`config.mk`:
```
export PLATFORM = sky130hd
export DESIGN_NAME = kpn_channel_fifo
export DESIGN_NICKNAME = d
export VERILOG_FILES = /design/src/rtl/kpn_fifo_pkg.sv /design/src/rtl/kpn_fifo_ram.sv /design/src/rtl/kpn_channel_fifo.sv
export SDC_FILE = /design/constraint.sdc
export NUM_CORES = 1
export LEC_CHECK = 0
export ABC_CLOCK_PERIOD_IN_PS = 3500
export CORE_MARGIN = 10
export CORE_UTILIZATION = 50
export CTS_CLUSTER_DIAMETER = 50
export DETAILED_ROUTE_END_ITERATION = 16
export HOLD_SLACK_MARGIN = 0.05
export PLACE_DENSITY = 0.68
export SLEW_MARGIN = 20
export SYNTH_ARGS = -nofsm -noshare
export SYNTH_HDL_FRONTEND = slang
export SYNTH_SLANG_ARGS = --single-unit
export TNS_END_PERCENT = 1
```
`constraint.sdc`:
```
create_clock -name clk -period 3.5 [get_ports clk]
set_input_delay 0.525 -clock clk [delete_from_list [all_inputs] [get_ports clk]]
set_output_delay 0.525 -clock clk [all_outputs]
set_load 0.005 [all_outputs]
```
`src/rtl/kpn_fifo_pkg.sv`:
```
// Shared defaults and transfer encoding for the KPN channel FIFO.
package kpn_fifo_pkg;

    localparam int KPN_DATA_WIDTH = 16;
    localparam int KPN_ADDR_BITS  = 5;
    localparam int KPN_DEPTH      = 1 << KPN_ADDR_BITS;
    localparam int KPN_AF_LEVEL   = KPN_DEPTH - 2;
    localparam int KPN_AE_LEVEL   = 2;

    // Accepted-transfer classification for one clock cycle: {write, read}.
    typedef enum logic [1:0] {
        XFER_IDLE = 2'b00,
        XFER_RD   = 2'b01,
        XFER_WR   = 2'b10,
        XFER_BOTH = 2'b11
    } xfer_e;

endpackage

```
`src/rtl/kpn_fifo_ram.sv`:
```
// Token storage: one synchronous write port and one registered read port, no reset.
module kpn_fifo_ram #(
    parameter int DATA_WIDTH = 16,
    parameter int ADDR_BITS  = 5
) (
    input  logic                  clk,
    input  logic                  we,
    input  logic [ADDR_BITS-1:0]  waddr,
    input  logic [DATA_WIDTH-1:0] wdata,
    input  logic                  re,
    input  logic [ADDR_BITS-1:0]  raddr,
    output logic [DATA_WIDTH-1:0] rdata
);

    logic [DATA_WIDTH-1:0] mem [2**ADDR_BITS];

    // rdata holds its value between reads.
    always_ff @(posedge clk) begin
        if (we) begin
            mem[waddr] <= wdata;
        end
        if (re) begin
            rdata <= mem[raddr];
        end
    end

endmodule

```
`src/rtl/kpn_channel_fifo.sv`:
```
// Single-clock KPN channel FIFO: pointers, occupancy count, flags and sticky errors.
module kpn_channel_fifo
    import kpn_fifo_pkg::*;
#(
    parameter int DATA_WIDTH = KPN_DATA_WIDTH,
    parameter int ADDR_BITS  = KPN_ADDR_BITS,
    parameter int AF_LEVEL   = KPN_AF_LEVEL,
    parameter int AE_LEVEL   = KPN_AE_LEVEL
) (
    input  logic                  clk,
    input  logic                  reset,
    input  logic                  wr,
    input  logic [DATA_WIDTH-1:0] entry_1,
    input  logic                  rd,
    output logic [DATA_WIDTH-1:0] output_1,
    output logic                  rd_valid,
    output logic                  full,
    output logic                  empty,
    output logic                  almost_full,
    output logic                  almost_empty,
    output logic [ADDR_BITS:0]    count,
    output logic                  overflow,
    output logic                  underflow
);

    localparam int DEPTH = 2 ** ADDR_BITS;
    localparam logic [ADDR_BITS:0] DEPTH_CNT = DEPTH[ADDR_BITS:0];
    localparam logic [ADDR_BITS:0] AF_CNT    = AF_LEVEL[ADDR_BITS:0];
    localparam logic [ADDR_BITS:0] AE_CNT    = AE_LEVEL[ADDR_BITS:0];

    logic [ADDR_BITS-1:0]  wr_ptr;
    logic [ADDR_BITS-1:0]  rd_ptr;
    logic                  wr_acc;
    logic                  rd_acc;
    logic                  out_loaded;
    logic [DATA_WIDTH-1:0] ram_rdata;

    // Flags come only from the count register; wr/rd never reach them.
    assign full         = (count == DEPTH_CNT);
    assign empty        = (count == '0);
    assign almost_full  = (count >= AF_CNT);
    assign almost_empty = (count <= AE_CNT);

    // A full FIFO rejects the write even when a read frees a slot; an empty one never bypasses.
    assign wr_acc = wr && !full;
    assign rd_acc = rd && !empty;

    kpn_fifo_ram #(
        .DATA_WIDTH (DATA_WIDTH),
        .ADDR_BITS  (ADDR_BITS)
    ) u_ram (
        .clk   (clk),
        .we    (wr_acc),
        .waddr (wr_ptr),
        .wdata (entry_1),
        .re    (rd_acc),
        .raddr (rd_ptr),
        .rdata (ram_rdata)
    );

    // The RAM read register has no reset, so output_1 is forced to zero until the first read after reset.
    assign output_1 = out_loaded ? ram_rdata : '0;

    always_ff @(posedge clk or posedge reset) begin
        if (reset) begin
            wr_ptr     <= '0;
            rd_ptr     <= '0;
            count      <= '0;
            rd_valid   <= 1'b0;
            out_loaded <= 1'b0;
            overflow   <= 1'b0;
            underflow  <= 1'b0;
        end else begin
            rd_valid <= rd_acc;
            if (wr_acc) begin
                wr_ptr <= wr_ptr + ADDR_BITS'(1);
            end
            if (rd_acc) begin
                rd_ptr     <= rd_ptr + ADDR_BITS'(1);
                out_loaded <= 1'b1;
            end
            case (xfer_e'({wr_acc, rd_acc}))
                XFER_WR:   count <= count + (ADDR_BITS+1)'(1);
                XFER_RD:   count <= count - (ADDR_BITS+1)'(1);
                XFER_BOTH: count <= count;
                XFER_IDLE: count <= count;
            endcase
            if (wr && full) begin
                overflow <= 1'b1;
            end
            if (rd && empty) begin
                underflow <= 1'b1;
            end
        end
    end

endmodule
```
==> results.toml <==
[outcome]
run_status = "finished clean"

[drt]
route.detailed.vias_per_inst = 5.77
drcViolationCount = 0
route.vias.total = 11500
antenna_violating_nets_left = 0
number_of_optimization_iterations_in_the_first_detailed_route_pass = 5
wl_per_cell_um = 24.3
drtIter0Drc = 1226
postRouteWirelength_mm = 48.4

[power_and_ir_drop]
max-vdd-ir-drop_mv = 0.520
post-layout-total-power_mw = 19.3
total_leakage_power_nw = 8.70
pwr_density_cell_nw_per_um2 = 781

[timing]
finalClockSkew_ns = 0.0275
rsz0062_at_grt = "false"
timing.final.crit_period_ns = 2.91
setup_viol = 0
achievable-frequency_ghz = 0.343
worst_slew_margin_rel_pct = 45.2
tightestPinTransition_ns = 0.822
final_hold_viol_count = 0
totalNegativeSetupSlack_ns = 0
holdWs_ns = 0.305
layout_worst_path_cycle_share_pct = 83.3
final_max_slew_viol_count = 0

[critical_path]
critPathMaxFanout = 8
timing.reg2reg.setup_slack_ns = 0.65
worst_setup_path_end_kind = "output port"
worstSetupPathType = "flip-flop to output port"
critPathLaunchType = "flip-flop"
timing.critical_path.required_ns = 2.97
worst-endpoint-arrival_ns = 2.39

[synth]
synth.distinct_cells = 44
postSynth.asyncResetShare_pct = 3.65
syn_avg_cell_area_sq_um = 17.1
synthFlopType = "sky130_fd_sc_hd__edfxtp_1"
seq_area_frac_synth_pct = 75.5
synth_enable_flop_cells = 528
post_synthesis_sequential_element_count = 548
postSynthNetCount = 1294
synth.yosys.warnings = 0
post_synth_inst_count = 1266
synth.cell_area_sq_um = 21700

[clocking]
hold_buffers = 0
clock_tree.htree_level_count = 2
clockBufferDepth = 3
worst_skew_pair.late_latency_ns = 0.61
post-cts-setup-buffer-count = 0
cts_tree = "yes"
clkTransAtPathRegs_ns = 0.06
cts_root_buffer = "sky130_fd_sc_hd__clkbuf_16"
tritoncts.num_buffers = 53
cts_num_sinks = 548
cts-resized-gates = 0

[grt]
globalRoute.totalOverflow = 0
first_global_vias = 11400
grt_use_total_pct = 18.3
antenna_found_initial = 0
grt_max_degree = 65
global_route_wire_length_before_repair_mm = 72.4

[floorplanning]
ioPinCount = 49
dieArea_sq_um = 52100
design.core.area_sq_um = 43000
floorplan.initialDensity_pct = 50.4
core.rowCount = 76
fp.dieW_um = 228
floorplan.die.height_um = 228

[cells_and_area]
fin_nets = 1394
post-route-util_pct = 57.6
finalInstanceArea_sq_um = 24800
sequential_cell_area_sq_um = 16400
multi_input_comb_area_sq_um = 4940
most-common-layout-cells = "528 x sky130_fd_sc_hd__edfxtp_1, 257 x sky130_fd_sc_hd__mux2i_1, 65 x sky130_fd_sc_hd__buf_4, 64 x sky130_fd_sc_hd__a22oi_1, 53 x sky130_fd_sc_hd__clkbuf_16"
antenna_cells_inserted = 0
syn2layout_area_growth_pct = 14.2
n_fill_cell = 3310
layout_commonest_cell = "sky130_fd_sc_hd__edfxtp_1"
drive_above_1_share_pct = 11.2

[placement]
gp_routability_congestion = 0.790
placement.cell_area_sq_um = 23200
placement.io_buffers = 48
detailed_place_hpwl_mm = 27.2

[run]
max-cap-violations = 0

[worst_hold_path]
worstHoldPathType = "primary input to asynchronous set/reset pin"
[sequential cells by signal (all words and copies together), names as in the netlist]
| signal | flops |
|---|---|
| wr_ptr | 5 |
| overflow | 1 |
| out_loaded | 1 |
| count | 6 |
| rd_valid | 1 |
| underflow | 1 |
| u_ram.rdata | 16 |
| u_ram.mem | 512 |
| rd_ptr | 5 |
[report_power, final]
part	total [mW]	switching [mW]	internal (mW)	leakage (nW)
Combinational	5.81	3.45	2.36	2.93
Clock	5.23	2.30	2.93	0.765
Sequential	8.29	0.443	7.84	5.00
[layer usage]
layer / GRT usage, % / share of wire (%) / vias to the layer above
li1: - / - / 5178
met1: 25.0 / 43 / 5868
met2: 29.2 / 47 / 368
met3: 3.83 / 7.1 / 71
met4: 5.37 / 2.2 / 0
met5: 0 / 0 / -
[final timing paths]
check                                      from                endpoint  cells after the start
hold / removal                            reset    count[5]$_DFFE_PP0N_                      2
min in group clk           overflow$_DFFE_PP0P_    overflow$_DFFE_PP0P_                      1
setup reg to reg           count[2]$_DFFE_PP0N_    count[4]$_DFFE_PP0N_                     11
max in group asynchronous                 reset  out_loaded$_DFFE_PP0N_                      3
hold reg to reg            overflow$_DFFE_PP0P_    overflow$_DFFE_PP0P_                      1
setup / recovery           count[2]$_DFFE_PP0N_                   empty                      3
[stage by stage]
stage          cells  worst slack (ns)
6_report        1992             0.586
5_1_grt         1992             0.466
3_5_place_dp    1896             0.511
4_1_cts         1992             0.553
3_3_place_gp    1896             0.608
2_1_floorplan   1266             0.604
[cells by family after synthesis]
logic type | count (synthesis) | share of synthesized area (%)
flip-flops | 548 | 75.5
multiplexers | 259 | 12.0
AND/OR/NAND/NOR | 192 | 4.41
AO/OA/AOI/OAI | 162 | 5.27
buffers and inverters | 83 | 1.81
XOR/XNOR | 14 | 0.566
adder cells (fa/ha/maj) | 8 | 0.462
[synthesized netlist by cell type, types with 4 or more instances]
cell type / count / area share, %
sky130_fd_sc_hd__xor2_1: 6 / 0.24
sky130_fd_sc_hd__buf_1: 4 / 0.069
sky130_fd_sc_hd__edfxtp_1: 528 / 73
sky130_fd_sc_hd__nor2b_1: 4 / 0.12
sky130_fd_sc_hd__clkbuf_1: 25 / 0.43
sky130_fd_sc_hd__dfrtp_1: 20 / 2.3
sky130_fd_sc_hd__nand4_1: 18 / 0.52
sky130_fd_sc_hd__mux2i_1: 257 / 12
sky130_fd_sc_hd__a22oi_1: 64 / 2.2
sky130_fd_sc_hd__nand3_1: 35 / 0.81
sky130_fd_sc_hd__a31oi_1: 16 / 0.46
sky130_fd_sc_hd__buf_4: 4 / 0.14
sky130_fd_sc_hd__o21ai_0: 4 / 0.092
sky130_fd_sc_hd__nor3_1: 18 / 0.42
sky130_fd_sc_hd__ha_1: 8 / 0.46
sky130_fd_sc_hd__buf_2: 41 / 0.95
sky130_fd_sc_hd__nor2_1: 38 / 0.66
sky130_fd_sc_hd__a22o_1: 32 / 1.3
sky130_fd_sc_hd__xnor2_1: 8 / 0.32
sky130_fd_sc_hd__inv_1: 7 / 0.12
sky130_fd_sc_hd__a21oi_1: 36 / 0.83
sky130_fd_sc_hd__nand2_1: 45 / 0.78
sky130_fd_sc_hd__and2_1: 17 / 0.49
[worst max-delay path: stages (launching register included)]
cell and delay [ns]:
sky130_fd_sc_hd__dfrtp_1 0.49, sky130_fd_sc_hd__or4_4 0.59, sky130_fd_sc_hd__nor3_4 0.17, sky130_fd_sc_hd__clkdlybuf4s50_1 0.54
[area by class of cell]
cell class,count,share of cell area (%)
timing repair buffer,121,4.56
multi-input combinational,635,20.0
clock buffer,72,5.65
tap,585,2.96
inverter,7,0.106
clock inverter,24,0.662
sequential,548,66.1
Power figures use the tool's default switching activity.
